### config.mk
export PLATFORM = sky130hd
export DESIGN_NAME = wrr_arbiter
export DESIGN_NICKNAME = d
export VERILOG_FILES = /design/src/rtl/wrr_arbiter.sv
export SDC_FILE = /design/constraint.sdc
export NUM_CORES = 1
export LEC_CHECK = 0
export BUFFER_PORTS_ARGS = -buffer_cell sky130_fd_sc_hd__buf_4
export CAP_MARGIN = 20
export CORE_MARGIN = 2
export CORE_UTILIZATION = 45
export DETAILED_ROUTE_END_ITERATION = 10
export PLACE_DENSITY_LB_ADDON = 0.1
export SYNTH_ARGS = -nofsm -noshare
export SYNTH_HDL_FRONTEND = slang
export SYNTH_SLANG_ARGS = --single-unit
export TNS_END_PERCENT = 5
### constraint.sdc
create_clock -name clk -period 4.05 [get_ports clk]
set_clock_uncertainty 0.1 [all_clocks]
set_input_delay 0.81 -clock clk [delete_from_list [all_inputs] [get_ports clk]]
set_output_delay 0.81 -clock clk [all_outputs]
set_load 0.05 [all_outputs]
### src/rtl/wrr_arbiter.sv
// wrr_arbiter: weighted round-robin arbiter with registered one-hot grant and per-holder credit; `WRR_LOCK_EN adds a lock port.
module wrr_arbiter #(
    parameter int N = 4,
    parameter int W = 3,
    localparam int IW = (N > 1) ? $clog2(N) : 1
) (
    input  logic            clk,
    input  logic            reset_n,
    input  logic [N-1:0]    request,
    input  logic [N*W-1:0]  weight,
    input  logic            ack,
`ifdef WRR_LOCK_EN
    input  logic [N-1:0]    lock,
`endif
    output logic [N-1:0]    grant,
    output logic            grant_valid,
    output logic [IW-1:0]   grant_id
);
    typedef enum logic {IDLE, GRANT} state_t;
    state_t state_q, state_d;
    logic [IW-1:0] pointer_q, pointer_d, grant_id_q, grant_id_d, win;
    logic [W-1:0]  credit_q, credit_d, win_w;
    logic [N-1:0]  grant_q, grant_d, sel_req;
    logic          grant_valid_q, grant_valid_d, lock_g, withdraw, exhaust, rel, found;
    int            sel_ptr;
    always_ff @(posedge clk or negedge reset_n) begin
        if (!reset_n) begin
            state_q       <= IDLE;
            pointer_q     <= '0;
            credit_q      <= '0;
            grant_q       <= '0;
            grant_valid_q <= 1'b0;
            grant_id_q    <= '0;
        end else begin
            state_q       <= state_d;
            pointer_q     <= pointer_d;
            credit_q      <= credit_d;
            grant_q       <= grant_d;
            grant_valid_q <= grant_valid_d;
            grant_id_q    <= grant_id_d;
        end
    end
    always_comb begin
        state_d       = state_q;
        pointer_d     = pointer_q;
        credit_d      = credit_q;
        grant_d       = grant_q;
        grant_valid_d = grant_valid_q;
        grant_id_d    = grant_id_q;
`ifdef WRR_LOCK_EN
        lock_g        = lock[grant_id_q];
`else
        lock_g        = 1'b0;
`endif
        withdraw      = (state_q == GRANT) && !request[grant_id_q];
        exhaust       = (state_q == GRANT) && ack && (credit_q == W'(1)) && !lock_g;
        rel           = withdraw || exhaust;
        sel_ptr       = rel ? (int'(grant_id_q) + 1) % N : int'(pointer_q);
        sel_req       = request;
        // a withdrawing holder must not win the re-selection even if its bit glitches back
        if (withdraw) sel_req[grant_id_q] = 1'b0;
        found         = 1'b0;
        win           = '0;
        for (int k = 0; k < N; k++) begin
            if (!found && sel_req[(sel_ptr + k) % N]) begin
                found = 1'b1;
                win   = IW'((sel_ptr + k) % N);
            end
        end
        win_w = weight[win*W +: W];
        if (state_q == IDLE || rel) begin
            if (rel) pointer_d = IW'(sel_ptr);
            if (found) begin
                state_d       = GRANT;
                grant_d       = N'(1) << win;
                grant_valid_d = 1'b1;
                grant_id_d    = win;
                credit_d      = (win_w == '0) ? W'(1) : win_w;
            end else begin
                state_d       = IDLE;
                grant_d       = '0;
                grant_valid_d = 1'b0;
            end
        end else if (ack && credit_q > W'(1)) begin
            credit_d = credit_q - W'(1);
        end
    end
    assign grant       = grant_q;
    assign grant_valid = grant_valid_q;
    assign grant_id    = grant_id_q;
endmodule
==> run metrics <==
Final Setup Violations 0; max_slew headroom 0.5967; vias in the first global route 850; Setup CP Type primary input to register; Avg WL per Cell 14.69 µm; unrepaired setup endpoints after global routing false; global route total overflow 0; most common cell after layout, fill and taps aside buf_4; Total GRT Usage 0.2040; Vias 861; core area 0.002002 mm²; total iterations of the first detailed-routing run 4; sequential area share after synthesis 0.3085; post-route cell area 0.001210 mm²; Final WS setup 1036 ps; fin. max-slew vios 0; largest net degree at the start of global routing 13; # resized after CTS 0; antenna-violating nets left 0; Clock Latency Late Sink 280 ps; # port buffers 25; Post-synth EDFFs 0; Period Utilization, post-route 0.7441; setup bufs post-CTS 0; TritonCTS clock tree built; residual DRC count 0; Synth Flop Type dfrtp_1; Mapped Area 973.4 µm²; vias per inst 5.484; hold buffers post-CTS 0; busiest grt layer met2; crit path launch type primary input; clock sinks 12; initial drt markers 13; H-tree depth 1; Num CTS Buffers 3; Mapped Nets 128; most area-consuming cells after synthesis dfrtp_1, ha_1, o21ai_0; share of cells above drive strength 1 0.3308; setup TNS 0 ps; met3 usage 0.02976; row count 16; peak supply drop 0.0004615 V; met2 Usage GRT 0.3202; clk buf depth 2; outcome complete, no violations; GR Util met1 0.2713; leading area contributor after synthesis dfrtp_1; Hold Violations, Final 0; Yosys warning count 0; Root Driver clkbuf_4; Horiz. Die Dim 50.51 µm; hpwl dp 1770 µm; dpl ws 739.8 ps; Cells after Synth 103; initial antenna violation count 0; final wirelength 2306 µm; Seq cells post-synth 12; Leak Pwr 0.5686 nW; Clock transition at path regs 80 ps; Die Area 0.002551 mm²; worst-margin pin slew 597.1 ps; min Tclk post-route 3014 ps; Hold Path Class primary input to async pin; dpl cell area 0.001187 mm²; first-pass GRT wire length 3829 µm; NumNets Final 157; syn avg cell area 9.451 µm²; # diodes 0; Die Ht 50.51 µm; Final GP Congestion 0.7922; Ports 26; count of different cell masters after synthesis 40; Max-Cap Viols 0; critical path fanouts, max 10; Critical Path RT 4110 ps; Initial Util 0.4863; area grow syn2layout 24.29%; fmax 0.3318 GHz; Worst EP arrival 3080 ps; pwr dens 873.4 mW/mm²; asr flop ratio synth 1.000; Crit. End Element register; area share of the largest cell type after synthesis 0.3085; most frequent cells in the layout buf_4, inv_1, dfrtp_1; Final Util 0.6044
kinds of logic after synthesis:
logic type / synth area share
mux: 0.07969
flops: 0.3085
compound gates: 0.3213
fa+ha+maj: 0.07712
simple gates: 0.1517
buf+inv: 0.06169
flip-flops by register name, summed over array words and instances (netlist names):
name / cells
credit_q: 3
grant: 4
grant_id: 2
grant_valid: 1
pointer_q: 2
where the power goes:
part | internal, mW | switching [mW] | total (mW)
logic | 0.310 | 0.447 | 0.757
clock network | 0.0345 | 0.0418 | 0.0763
registers | 0.174 | 0.0491 | 0.223
area by class of cell:
| class | count | area [µm²] |
|---|---|---|
| Clock buffer | 3 | 22.52 |
| Fill cell | 186 | 792.0 |
| Inverter | 12 | 45.04 |
| Multi-Input combinational cell | 77 | 613.1 |
| Sequential cell | 12 | 300.3 |
| Tap cell | 27 | 33.78 |
| Timing Repair Buffer | 26 | 195.2 |
critical path, cell delays in order:
cell	delay [ps]
buf_4	120
mux2_4	290
o221ai_2	200
mux2_4	360
a211o_1	260
a21oi_1	220
buf_4	210
nand2b_1	110
a32oi_1	130
a221o_1	390
per-stage QoR:
step | hold slack (ps) | std cells | power, mW
after floorplan | 381.7 | 103 | 0.8215
after global placement | 368.0 | 154 | 0.9639
after detailed placement | 372.5 | 154 | 0.9767
after global routing | 259.2 | 157 | 1.150
final | 259.9 | 157 | 1.057
after CTS | 253.4 | 157 | 1.059
metal layers:
metal,wire length [µm],part of all wire,vias to the layer above
met5,0,0,-
met4,42,0.018,0
met3,71,0.031,4
met2,1094,0.47,18
met1,1097,0.48,399
li1,-,-,440
synthesized netlist by cell type, types with 3 or more instances:
master    count
o21ai_0       9
nand2_1       7
inv_1        12
nand2b_1      5
a21oi_1       7
dfrtp_1      12
mux2_4        3
nor2_1        4
nand3_1       4
ha_1          6
worst paths after layout:
check / startpoint / endpoint / slack (ps) / cells after the start
worst max-delay path: request[0] / credit_q[2] / 1040 / 10
worst min-delay path: reset_n / pointer_q[0] / 260 / 1
worst max register to register: grant_id[1] / credit_q[2] / 1130 / 9
worst min register to register: grant[2] / grant[2] / 390 / 2
max in group asynchronous: reset_n / grant[1] / 3430 / 1
min in group clk: grant[2] / grant[2] / 390 / 2
(Power assumes the default switching activity.)
